--- src/rtl/data_memory_arbiter_if.sv ---
// Request/response bus between the two requesters and data_memory_arbiter.
//   slave  : arbiter side (takes requests, returns ready and responses)
//   master : requester side (drives requests, samples ready and responses)
// Signals:
//   req_valid[1:0], req_write[1:0]  per-requester valid and write flag
//   req_addr0/1, req_wdata0/1       per-requester word address and write data
//   req_ready[1:0]                  combinational accept, at most one bit high
//   resp_valid[1:0]                 one-cycle response pulse, bit = requester id
//   resp_err, resp_rdata            response payload, meaningful while resp_valid != 0
interface data_memory_arbiter_if #(
    parameter int unsigned DATA_WIDTH = 32,
    parameter int unsigned ADDR_WIDTH = 32
);
    logic [1:0]            req_valid;
    logic [1:0]            req_write;
    logic [ADDR_WIDTH-1:0] req_addr0;
    logic [ADDR_WIDTH-1:0] req_addr1;
    logic [DATA_WIDTH-1:0] req_wdata0;
    logic [DATA_WIDTH-1:0] req_wdata1;
    logic [1:0]            req_ready;
    logic [1:0]            resp_valid;
    logic                  resp_err;
    logic [DATA_WIDTH-1:0] resp_rdata;

    modport slave (
        input  req_valid, req_write, req_addr0, req_addr1, req_wdata0, req_wdata1,
        output req_ready, resp_valid, resp_err, resp_rdata
    );

    modport master (
        output req_valid, req_write, req_addr0, req_addr1, req_wdata0, req_wdata1,
        input  req_ready, resp_valid, resp_err, resp_rdata
    );
endinterface

--- src/rtl/data_memory_arbiter.sv ---
// Round-robin arbiter and sequencer in front of the single-ported data memory.
// Requester 0 is the CPU datapath, requester 1 the matrix load/store engine.
// One request is accepted at a time, the memory is driven for exactly one cycle,
// and a registered one-cycle response follows.
// Ports:
//   clk_i, rst_i       clock and synchronous active-high reset
//   bus_io             request/response bus (slave side)
//   mem_address_o      memory word address (holds last value outside an access)
//   mem_write_data_o   memory write data (holds last value outside an access)
//   mem_write_enable_o memory write strobe, gated by reset
//   mem_read_enable_o  memory read strobe, gated by reset
//   mem_read_data_i    combinational memory read data
module data_memory_arbiter #(
    parameter int unsigned DATA_WIDTH = 32,
    parameter int unsigned ADDR_WIDTH = 32,
    parameter int unsigned MEM_DEPTH  = 512
) (
    input  logic                  clk_i,
    input  logic                  rst_i,
    data_memory_arbiter_if.slave  bus_io,
    output logic [ADDR_WIDTH-1:0] mem_address_o,
    output logic [DATA_WIDTH-1:0] mem_write_data_o,
    output logic                  mem_write_enable_o,
    output logic                  mem_read_enable_o,
    input  logic [DATA_WIDTH-1:0] mem_read_data_i
);
    typedef enum logic {StIdle, StAccess} state_e;

    state_e                state_q, state_d;
    logic                  last_grant_q, last_grant_d;
    logic                  id_q, id_d;
    logic                  wr_q, wr_d;
    logic [ADDR_WIDTH-1:0] addr_q, addr_d;
    logic [DATA_WIDTH-1:0] wdata_q, wdata_d;
    logic [1:0]            resp_valid_q, resp_valid_d;
    logic                  resp_err_q, resp_err_d;
    logic [DATA_WIDTH-1:0] resp_rdata_q, resp_rdata_d;

    logic [1:0] ready;
    logic       winner;
    logic       in_range;
    logic       access;

    // Full-width unsigned compare: high address bits must not alias into range.
    assign in_range = addr_q < ADDR_WIDTH'(MEM_DEPTH);
    assign access   = (state_q == StAccess);

    always_comb begin
        state_d      = state_q;
        last_grant_d = last_grant_q;
        id_d         = id_q;
        wr_d         = wr_q;
        addr_d       = addr_q;
        wdata_d      = wdata_q;
        resp_valid_d = '0;
        resp_err_d   = 1'b0;
        resp_rdata_d = '0;
        ready        = '0;
        winner       = 1'b0;

        case (state_q)
            StIdle: begin
                // On a tie the requester not served last goes next.
                if (bus_io.req_valid == 2'b11) begin
                    winner = ~last_grant_q;
                end else begin
                    winner = bus_io.req_valid[1];
                end
                if (|bus_io.req_valid) begin
                    ready[winner] = 1'b1;
                    state_d       = StAccess;
                    last_grant_d  = winner;
                    id_d          = winner;
                    wr_d          = bus_io.req_write[winner];
                    addr_d        = winner ? bus_io.req_addr1  : bus_io.req_addr0;
                    wdata_d       = winner ? bus_io.req_wdata1 : bus_io.req_wdata0;
                end
            end
            StAccess: begin
                state_d              = StIdle;
                resp_valid_d[id_q]   = 1'b1;
                resp_err_d           = ~in_range;
                resp_rdata_d         = (!wr_q && in_range) ? mem_read_data_i : '0;
            end
            default: state_d = StIdle;
        endcase
    end

    always_ff @(posedge clk_i) begin
        if (rst_i) begin
            state_q      <= StIdle;
            last_grant_q <= 1'b1;
            id_q         <= 1'b0;
            wr_q         <= 1'b0;
            addr_q       <= '0;
            wdata_q      <= '0;
            resp_valid_q <= '0;
            resp_err_q   <= 1'b0;
            resp_rdata_q <= '0;
        end else begin
            state_q      <= state_d;
            last_grant_q <= last_grant_d;
            id_q         <= id_d;
            wr_q         <= wr_d;
            addr_q       <= addr_d;
            wdata_q      <= wdata_d;
            resp_valid_q <= resp_valid_d;
            resp_err_q   <= resp_err_d;
            resp_rdata_q <= resp_rdata_d;
        end
    end

    assign bus_io.req_ready  = ready;
    assign bus_io.resp_valid = resp_valid_q;
    assign bus_io.resp_err   = resp_err_q;
    assign bus_io.resp_rdata = resp_rdata_q;

    // Latched request registers drive the memory directly, so address and data
    // naturally hold between accesses.
    assign mem_address_o      = addr_q;
    assign mem_write_data_o   = wdata_q;
    // Reset gates the strobes so an access interrupted by reset has no side effect.
    assign mem_write_enable_o = access & wr_q & in_range & ~rst_i;
    assign mem_read_enable_o  = access & ~wr_q & in_range & ~rst_i;
endmodule
--- src/flat_wrapper.sv ---
// flat-port wrapper written by rule: the top's interface ports become plain ports
module data_memory_arbiter_flat 
#(
    parameter int unsigned DATA_WIDTH = 32,
    parameter int unsigned ADDR_WIDTH = 32,
    parameter int unsigned MEM_DEPTH  = 512
)
  (clk_i, rst_i, mem_address_o, mem_write_data_o, mem_write_enable_o, mem_read_enable_o, mem_read_data_i, bus_io_req_valid, bus_io_req_write, bus_io_req_addr0, bus_io_req_addr1, bus_io_req_wdata0, bus_io_req_wdata1, bus_io_req_ready, bus_io_resp_valid, bus_io_resp_err, bus_io_resp_rdata);
  data_memory_arbiter_if #(.DATA_WIDTH(DATA_WIDTH), .ADDR_WIDTH(ADDR_WIDTH)) bus_io_i ();
  input  logic clk_i;
  input  logic rst_i;
  output logic [ADDR_WIDTH-1:0] mem_address_o;
  output logic [DATA_WIDTH-1:0] mem_write_data_o;
  output logic mem_write_enable_o;
  output logic mem_read_enable_o;
  input  logic [DATA_WIDTH-1:0] mem_read_data_i;
  input wire logic [$bits(bus_io_i.req_valid)-1:0] bus_io_req_valid;
  input wire logic [$bits(bus_io_i.req_write)-1:0] bus_io_req_write;
  input wire logic [$bits(bus_io_i.req_addr0)-1:0] bus_io_req_addr0;
  input wire logic [$bits(bus_io_i.req_addr1)-1:0] bus_io_req_addr1;
  input wire logic [$bits(bus_io_i.req_wdata0)-1:0] bus_io_req_wdata0;
  input wire logic [$bits(bus_io_i.req_wdata1)-1:0] bus_io_req_wdata1;
  output wire logic [$bits(bus_io_i.req_ready)-1:0] bus_io_req_ready;
  output wire logic [$bits(bus_io_i.resp_valid)-1:0] bus_io_resp_valid;
  output wire logic [$bits(bus_io_i.resp_err)-1:0] bus_io_resp_err;
  output wire logic [$bits(bus_io_i.resp_rdata)-1:0] bus_io_resp_rdata;
  assign bus_io_i.req_valid = bus_io_req_valid;
  assign bus_io_i.req_write = bus_io_req_write;
  assign bus_io_i.req_addr0 = bus_io_req_addr0;
  assign bus_io_i.req_addr1 = bus_io_req_addr1;
  assign bus_io_i.req_wdata0 = bus_io_req_wdata0;
  assign bus_io_i.req_wdata1 = bus_io_req_wdata1;
  assign bus_io_req_ready = bus_io_i.req_ready;
  assign bus_io_resp_valid = bus_io_i.resp_valid;
  assign bus_io_resp_err = bus_io_i.resp_err;
  assign bus_io_resp_rdata = bus_io_i.resp_rdata;
  data_memory_arbiter #(.DATA_WIDTH(DATA_WIDTH), .ADDR_WIDTH(ADDR_WIDTH), .MEM_DEPTH(MEM_DEPTH)) u_core (.clk_i(clk_i), .rst_i(rst_i), .bus_io(bus_io_i), .mem_address_o(mem_address_o), .mem_write_data_o(mem_write_data_o), .mem_write_enable_o(mem_write_enable_o), .mem_read_enable_o(mem_read_enable_o), .mem_read_data_i(mem_read_data_i));
endmodule
--- config.mk ---
export PLATFORM = sky130hd
export DESIGN_NAME = data_memory_arbiter_flat
export DESIGN_NICKNAME = d
export VERILOG_FILES = /design/src/rtl/data_memory_arbiter_if.sv /design/src/rtl/data_memory_arbiter.sv /design/src/flat_wrapper.sv
export SDC_FILE = /design/constraint.sdc
export NUM_CORES = 1
export LEC_CHECK = 0
export CAP_MARGIN = 20
export CORE_UTILIZATION = 37
export DETAILED_ROUTE_END_ITERATION = 10
export HOLD_SLACK_MARGIN = 0.06
export PLACE_DENSITY = 0.81
export SETUP_SLACK_MARGIN = 0.2
export SYNTH_ARGS = -nofsm -noshare
export SYNTH_HDL_FRONTEND = slang
export SYNTH_SLANG_ARGS = --single-unit
--- constraint.sdc ---
create_clock -name clk_i -period 1.8 [get_ports clk_i]
set_input_delay 0.18 -clock clk_i [delete_from_list [all_inputs] [get_ports clk_i]]
set_output_delay 0.18 -clock clk_i [all_outputs]
set_load 0.05 [all_outputs]
Word level (Yosys, flattened, before mapping)
Index checks and enable logic that the tools add are counted.
{ "word_totals": {"register_bits": 103, "inputBits": 166, "out_inout_bits": 103} }
{ "op_classes": {"order_cmp": 5, "n_eq_ne": 1, "mux": 14, "bitwise": 12, "reduce_logical": 8} }
{ "ops": {"columns": ["operator", "count"], "rows": [
  ["two-way mux 32 bit", 2],
  ["less-than comparator 32 x 10 -> 1 bit, second input constant", 1],
  ["two-way mux 1 bit", 7],
  ["AND 1 bit", 6],
  ["NOT 1 bit", 6],
  ["less-than comparator 1 x 2 -> 1 bit, second input constant", 2],
  ["two-way mux 2 bit", 2],
  ["OR reduction 2 bit", 2],
  ["logical AND 1 bit", 3],
  ["OR reduction 3 bit", 1],
  ["demux 1 bit (select 1 bit)", 2],
  ["== test 2 bit, second input constant", 1],
  ["greater-or-equal comparator 1 bit, second input constant", 2],
  ["case mux 1 bit (2 select lines)", 1],
  ["AND reduction 2 bit", 1],
  ["logical NOT 1 bit", 1]
]} }

Longest topological paths before layout
Gate-level depths: netlist of the first run.
{ "depth": {"depth_word": 9, "mapped_depth": 6, "mapped_depth_nobuf": 3} }

Worst setup path before layout of the first run
No wires, ideal clock.
{ "synth_path": {"path_type": "register to output", "startpoint": "register u_core.addr_q[25], in the netlist u_core.mem_address_o[25]", "endpoint": "output port mem_read_enable_o", "arrival_time_ps": 2671, "required_ps": 1620, "path_slack_ps": -1051, "path_stages_with_launch": 4, "path_buffers": 0, "cell_sequence": "dfxtp_1 nor4_2 nand4_4 nor4_1"} }
{ "synth_via": {"elab_chain_cells": 3} }
{ "synth_rtl": {"columns": ["element", "line_no", "text"], "rows": [
  ["start, declared", "data_memory_arbiter.sv:33", "logic [ADDR_WIDTH-1:0] addr_q, addr_d;"],
  ["start signal, assigned", "data_memory_arbiter.sv:105", "addr_q <= addr_d;"],
  ["less-than comparator 32 x 10 -> 1 bit", "data_memory_arbiter.sv:45", "assign in_range = addr_q < ADDR_WIDTH'(MEM_DEPTH);"],
  ["AND 1 bit (2 in a row)", "data_memory_arbiter.sv:124", "assign mem_read_enable_o = access & ~wr_q & in_range & ~rst_i;"],
  ["end, declared", "flat_wrapper.sv:15", "output logic mem_read_enable_o;"]
]} }
Every way passes these cells.

Worst setup path in the final report of the first run
{ "layout_path": {"startpoint": "register u_core.addr_q[29], in the netlist u_core.mem_address_o[29]", "endpoint": "output port mem_write_enable_o"} }
{ "layout_via": {"elab_chain_cells": 3} }
{ "layout_rtl": {"columns": ["element", "line_no", "text"], "rows": [
  ["less-than comparator 32 x 10 -> 1 bit", "data_memory_arbiter.sv:45", null],
  ["AND 1 bit (2 in a row)", "data_memory_arbiter.sv:123", "assign mem_write_enable_o = access & wr_q & in_range & ~rst_i;"],
  ["end, declared", "flat_wrapper.sv:14", "output logic mem_write_enable_o;"]
]} }
Every way passes these cells.

==> results of run 1 <==
sequential cells by signal (all words and copies together) (netlist names):
signal                    cells
u_core.bus_io.resp_rdata     32
u_core.mem_address_o         32
u_core.mem_write_data_o      32
u_core.bus_io.resp_valid      2
u_core.access                 1
u_core.bus_io.resp_err        1
u_core.id_q                   1
u_core.last_grant_q           1
u_core.wr_q                   1
final timing paths:
path,from,endpoint
max,u_core.mem_address_o[29],mem_write_enable_o
min,rst_i,u_core.bus_io.resp_valid[0]
max reg2reg,u_core.mem_address_o[29],u_core.bus_io.resp_err
min reg2reg,u_core.id_q,u_core.bus_io.resp_valid[0]
layer usage:
layer  up-vias  track usage
met2       242        0.447
met1      2286        0.283
li1       2228            -
met3        29       0.0623
met5         -            0
met4         0        0.130
worst min-delay path: stages:
cell	delay, ns
buf_2	0.12
nand2b_1	0.21
nor2_1	0.07
layout make-up:
| type | instances | share of cell area |
|---|---|---|
| clock inverter | 3 | 0.00230 |
| sequential | 103 | 0.277 |
| antenna | 2 | 0.000658 |
| multi-input combinational | 297 | 0.280 |
| inverter | 2 | 0.00132 |
| tap | 143 | 0.0235 |
| clock buffer | 13 | 0.0342 |
| timing repair buffer | 295 | 0.381 |
cells in the final DEF (no fill, tap or decap), types with 2 or more instances in the layout:
master,instances
clkdlybuf4s50_1,162
dlygate4sd2_1,98
dfxtp_1,80
a21oi_1,56
a32oi_1,54
nand3_1,54
nand3b_1,32
nor3_2,27
nand2_1,26
buf_4,20
dfxtp_2,16
nor2_1,13
a311oi_1,11
clkbuf_16,9
buf_12,8
dfxtp_4,7
nor4_4,6
nor3_4,6
diode_2,2
clkbuf_8,2
clkinv_2,2
clkbuf_1,2
dlymetal6s2s_1,2
buf_8,2
kinds of logic after synthesis:
group	synth area share
buf+inv	0.0649
compound gates	0.207
simple gates	0.250
flops	0.477
what timing repair did:
action / in CTS / in global routing
setup endpoints to repair: 128 / 22
cloned: 1 / 0
hold buffers: 0 / 0
buffers inserted: 5 / 1
resized for setup: 101 / 21
pin swaps: 4 / 7
power groups by stage:
stage	Sequential [mW]	Clock, mW	Combinational (mW)
floorplan	3.04	0	0.638
global placement	2.58	0	1.88
detailed placement	2.59	0	1.91
CTS	2.54	1.89	1.86
global route	2.56	2.00	2.00
finish	2.55	1.84	1.90
==> results_dict.tcl, run 1 <==
set metrics [dict create \
    clock_tree.buffer_depth 2 \
    power.switching_mw 2.09 \
    htree_levels 3 \
    worst_slew_pin_slew_ns 0.584 \
    numCtsBuffers 9 \
    grt_use_total 0.254 \
    ys_top_cells_by_count "dfxtp_1, a21oi_1, a32oi_1, nand3_1, nand3b_1" \
    dpl_cell_area_sq_um 7250 \
    syn_area_per_cell_sq_um 9.47 \
    p_per_area_nw_per_um2 828 \
    layout-drive-gt1-share 0.165 \
    setup_viol 2 \
    initial_core_util 0.378 \
    row_count 39 \
    wl_met2_mm 8.15 \
    fp.dieW_um 110 \
    fmax_ghz 0.534 \
    synth_edf_count 0 \
    crit_buf_inv 2 \
    swShare 0.332 \
    pwr-share-clk 0.293 \
    synthCells 456 \
    slew_headroom 0.610 \
    violations "setup timing" \
    critPathRequiredTime_ns 1.62 \
    hold_class "primary input to flip-flop" \
    p_total_mw 6.30 \
    r2r_cells 6 \
    synth_seq_cells 103 \
    die_y_um 110 \
    fin_util 0.666 \
    dieArea_sq_um 12100 \
    layout_setup_ws_ns -0.0723 \
    cp_max_fo 3 \
    finalCritPeriodShare 1.04 \
    drc 0 \
    power_leakage_nw 3.10 \
    vias 4785 \
    max_stage_delay_ns 0.36 \
    final_nets 874 \
    startpoint_type "flip-flop" \
    min_period_ns 1.87 \
    worstSetupPathType "flip-flop to primary output" \
    synthToLayoutAreaGrowth_pct 76.0 \
    cap_violations 0 \
    cts_sinks 103 \
    ios 269 \
    dp_hpwl_mm 11.3 \
    regArea_sq_um 2110 \
    yosys.area.top_type_share 0.477 \
    dp_cells 833 \
    antenna_found_initial 2 \
    core-area_sq_um 11400 \
    yosysSeqAreaShare 0.477 \
    netlist_area_sq_um 4320 \
    synthTopCellsByArea "dfxtp_1, a32oi_1, nor3_2, a21oi_1, nand3_1" \
    status "complete, but fails checks" \
    stdcell_count 858 \
    wl_met3_mm 1.43 \
    crit_family "simple AND/OR/NAND/NOR gates" \
    routedWlPerCell_um 18.8 \
    worstSetupEndpointType "primary output" \
    wl_met1_mm 6.07 \
    p_int_mw 4.21 \
    grt_pass1_wl_mm 23.3 \
    grt_max_degree 50 \
    multiInputGateArea_sq_um 2130 \
    crit_chain "nor4_4 -> nand4_4 -> buf_6 -> nor3_4 -> buf_12" \
    fin_area_sq_um 7600 \
    combPwrFrac 0.302 \
    yosys_warnings 0 \
    grt-ovfl-total 0 \
    drtAntennaViolNets 0 \
    skew_ns 0.00515 \
    arrival_ns 1.69 \
    tritoncts "built" \
    rsz0062_at_grt "true" \
    path_depth 5 \
    tns_ns -0.0898 \
    ff2ff_setup_slack_ns 0.14 \
    clk_pin_slew_worst_paths_ns 0.07 \
    synth.net_count 622 \
    pre_cts_ws_ns 0.0386 \
    whs_ns 0.278 \
    synth.most_common_cell "dfxtp_1" \
    crit_slowest_cell "dfxtp_4" \
    holdPathStages 3 \
    synth_ff_type "dfxtp_1" \
    fill_cells 911 \
    drt_iter0_markers 299 \
    grt_pass1_vias 4662 \
    synthDistinctLibCells 28 \
    wl_mm 16.1 \
    clockRootBuffer "clkbuf_16" \
    clkLatencyLatePin_ns 0.34 \
    portBuffers 268 \
    synth_area_leader_cell "dfxtp_1" \
    top_layer "met4" \
    firstDrtPassIters 5 \
    p_seq_frac 0.405 \
    hold_viol_final 0 \
    async_flop_share 0 \
    ir_drop_mv 0.585 \
    gp_congestion 0.801 \
    viasPerCell 5.58 \
    drv_slew 0 \
]
Note: power is estimated with default switching activity, not from simulation.
==> inputs of run 2 (changes only) <==
--- a/config.mk
+++ b/config.mk
@@ -9,8 +9,9 @@
 export CORE_UTILIZATION = 37
 export DETAILED_ROUTE_END_ITERATION = 10
 export HOLD_SLACK_MARGIN = 0.06
-export PLACE_DENSITY = 0.81
+export PLACE_DENSITY_LB_ADDON = 0.08
 export SETUP_SLACK_MARGIN = 0.2
+export SKIP_LAST_GASP = 1
 export SYNTH_ARGS = -nofsm -noshare
 export SYNTH_HDL_FRONTEND = slang
 export SYNTH_SLANG_ARGS = --single-unit
==> run 2 against run 1 <==
The flow still finishes with violations (setup timing). Flip-flop and latch count unchanged. Clock skew is essentially flat. Clock power increased by 8%. Via count down 1.4%. Clock-buffer cell count unchanged. Critical path depth fell by 1. First-iteration DRC count up 2.0%. Wire length is 2.2% lower. Non-clock buffer count rose by 2. Register-to-register slack lost 0.14 ns. Largest cell class unchanged. Highest routed layer unchanged.
==> results_dict.tcl, run 2 (synthesized netlist as in run 1, its figures left out) <==
set metrics [dict create \
    vias 4720 \
    power_leakage_nw 3.13 \
    die_y_um 110 \
    cts_sinks 103 \
    final_nets 876 \
    hold_viol_final 0 \
    grt_pass1_vias 4319 \
    core-area_sq_um 11400 \
    stdcell_count 859 \
    worstSetupPathType "flip-flop to primary output" \
    drt_iter0_markers 305 \
    antenna_found_initial 1 \
    portBuffers 268 \
    synthToLayoutAreaGrowth_pct 78.1 \
    skew_ns 0.00472 \
    ios 269 \
    grt_use_total 0.241 \
    clock_tree.buffer_depth 2 \
    p_int_mw 4.39 \
    drv_slew 0 \
    wl_mm 15.7 \
    p_seq_frac 0.392 \
    grt_max_degree 58 \
    p_total_mw 6.48 \
    swShare 0.322 \
    ir_drop_mv 0.442 \
    arrival_ns 1.69 \
    combPwrFrac 0.301 \
    setup_viol 2 \
    slew_headroom 0.573 \
    crit_chain "nor4_4 -> nand2_2 -> nor4_4 -> buf_12" \
    row_count 39 \
    critPathRequiredTime_ns 1.62 \
    layout-drive-gt1-share 0.178 \
    finalCritPeriodShare 1.04 \
    power.switching_mw 2.09 \
    grt-ovfl-total 0 \
    min_period_ns 1.87 \
    clkLatencyLatePin_ns 0.34 \
    whs_ns 0.211 \
    grt_pass1_wl_mm 22.3 \
    htree_levels 3 \
    hold_class "primary input to flip-flop" \
    pwr-share-clk 0.307 \
    numCtsBuffers 9 \
    cap_violations 0 \
    dieArea_sq_um 12100 \
    crit_top_cell "nor4_4" \
    initial_core_util 0.378 \
    cts_hold_buf 0 \
    startpoint_type "flip-flop" \
    dp_cells 833 \
    cp_max_fo 4 \
    max_stage_delay_ns 0.36 \
    worst_slew_pin_slew_ns 0.640 \
    p_per_area_nw_per_um2 842 \
    final_common_cell "clkdlybuf4s50_1" \
    violations "setup timing" \
    clk_pin_slew_worst_paths_ns 0.07 \
    routedWlPerCell_um 18.3 \
    fin_util 0.674 \
    drc 0 \
    layout_common_cells "clkdlybuf4s50_1, dlygate4sd2_1, dfxtp_1" \
    layout_setup_ws_ns -0.0740 \
    crit_slowest_cell "dfxtp_4" \
    status "complete, but fails checks" \
    gp_congestion 0.808 \
    dp_hpwl_mm 10.9 \
    firstDrtPassIters 5 \
    fill_cells 927 \
    clockRootBuffer "clkbuf_16" \
    viasPerCell 5.49 \
    rsz0062_at_grt "true" \
    tns_ns -0.144 \
    fp.dieW_um 110 \
    tritoncts "built" \
    drtAntennaViolNets 0 \
    worstSetupEndpointType "primary output" \
    fmax_ghz 0.534 \
]
run 2: repair_timing:
item | 4_1_cts | 5_1_grt
setup buffers | 4 | 3
pin swaps | 6 | 16
gates cloned | 0 | 2
setup endpoints to repair | 96 | 37
resized for setup | 95 | 26
run 2: power groups by stage:
| stage | clock [mW] | sequential (mW) | combinational (mW) |
|---|---|---|---|
| after floorplan | 0 | 3.04 | 0.638 |
| after global placement | 0 | 2.58 | 1.91 |
| after detailed placement | 0 | 2.59 | 1.93 |
| after CTS | 2.04 | 2.53 | 1.87 |
| after global routing | 2.13 | 2.55 | 2.05 |
| final | 1.99 | 2.54 | 1.95 |
run 2: final timing paths:
kind,start,to,slack (ns),cells past startpoint
worst max-delay path,u_core.mem_address_o[13],mem_read_enable_o,-0.07,4
worst min-delay path,rst_i,u_core.id_q,0.21,2
worst max register to register,u_core.mem_address_o[30],u_core.bus_io.resp_err,0,8
worst min register to register,u_core.id_q,u_core.bus_io.resp_valid[0],0.44,1
run 2: area by class of cell:
type,count,area [sq um],share of cell area
Inverter,2,12.5,0.00163
Clock buffer,13,260,0.0338
Sequential cell,103,2110,0.274
Timing Repair Buffer,297,2970,0.386
Clock inverter,3,41.3,0.00537
Antenna cell,1,2.50,0.000325
Tap cell,143,179,0.0233
Multi-Input combinational cell,297,2120,0.275
run 2: metrics by stage:
stage          area [sq um]  worst slack, ns
3_3_place_gp           7270            0.116
4_1_cts                7500           -0.103
5_1_grt                7690           -0.192
2_1_floorplan          4430           0.0813
6_report               7690          -0.0740
3_5_place_dp           7270           0.0316
run 2: critical path: cells and delay by family (launching register included):
family / cells / cell delay, ns
buffers and inverters: 1 / 0.18
flip-flops: 1 / 0.36
AND/OR/NAND/NOR: 3 / 0.82
run 2: metal layers:
layer / vias up / track usage / routed length, um / share of wire
met5: - / 0 / 0 / 0
met4: 0 / 0.0962 / 396 / 0.025
met3: 28 / 0.0664 / 1320 / 0.084
met2: 225 / 0.421 / 7870 / 0.50
met1: 2233 / 0.279 / 6150 / 0.39
li1: 2234 / - / - / -
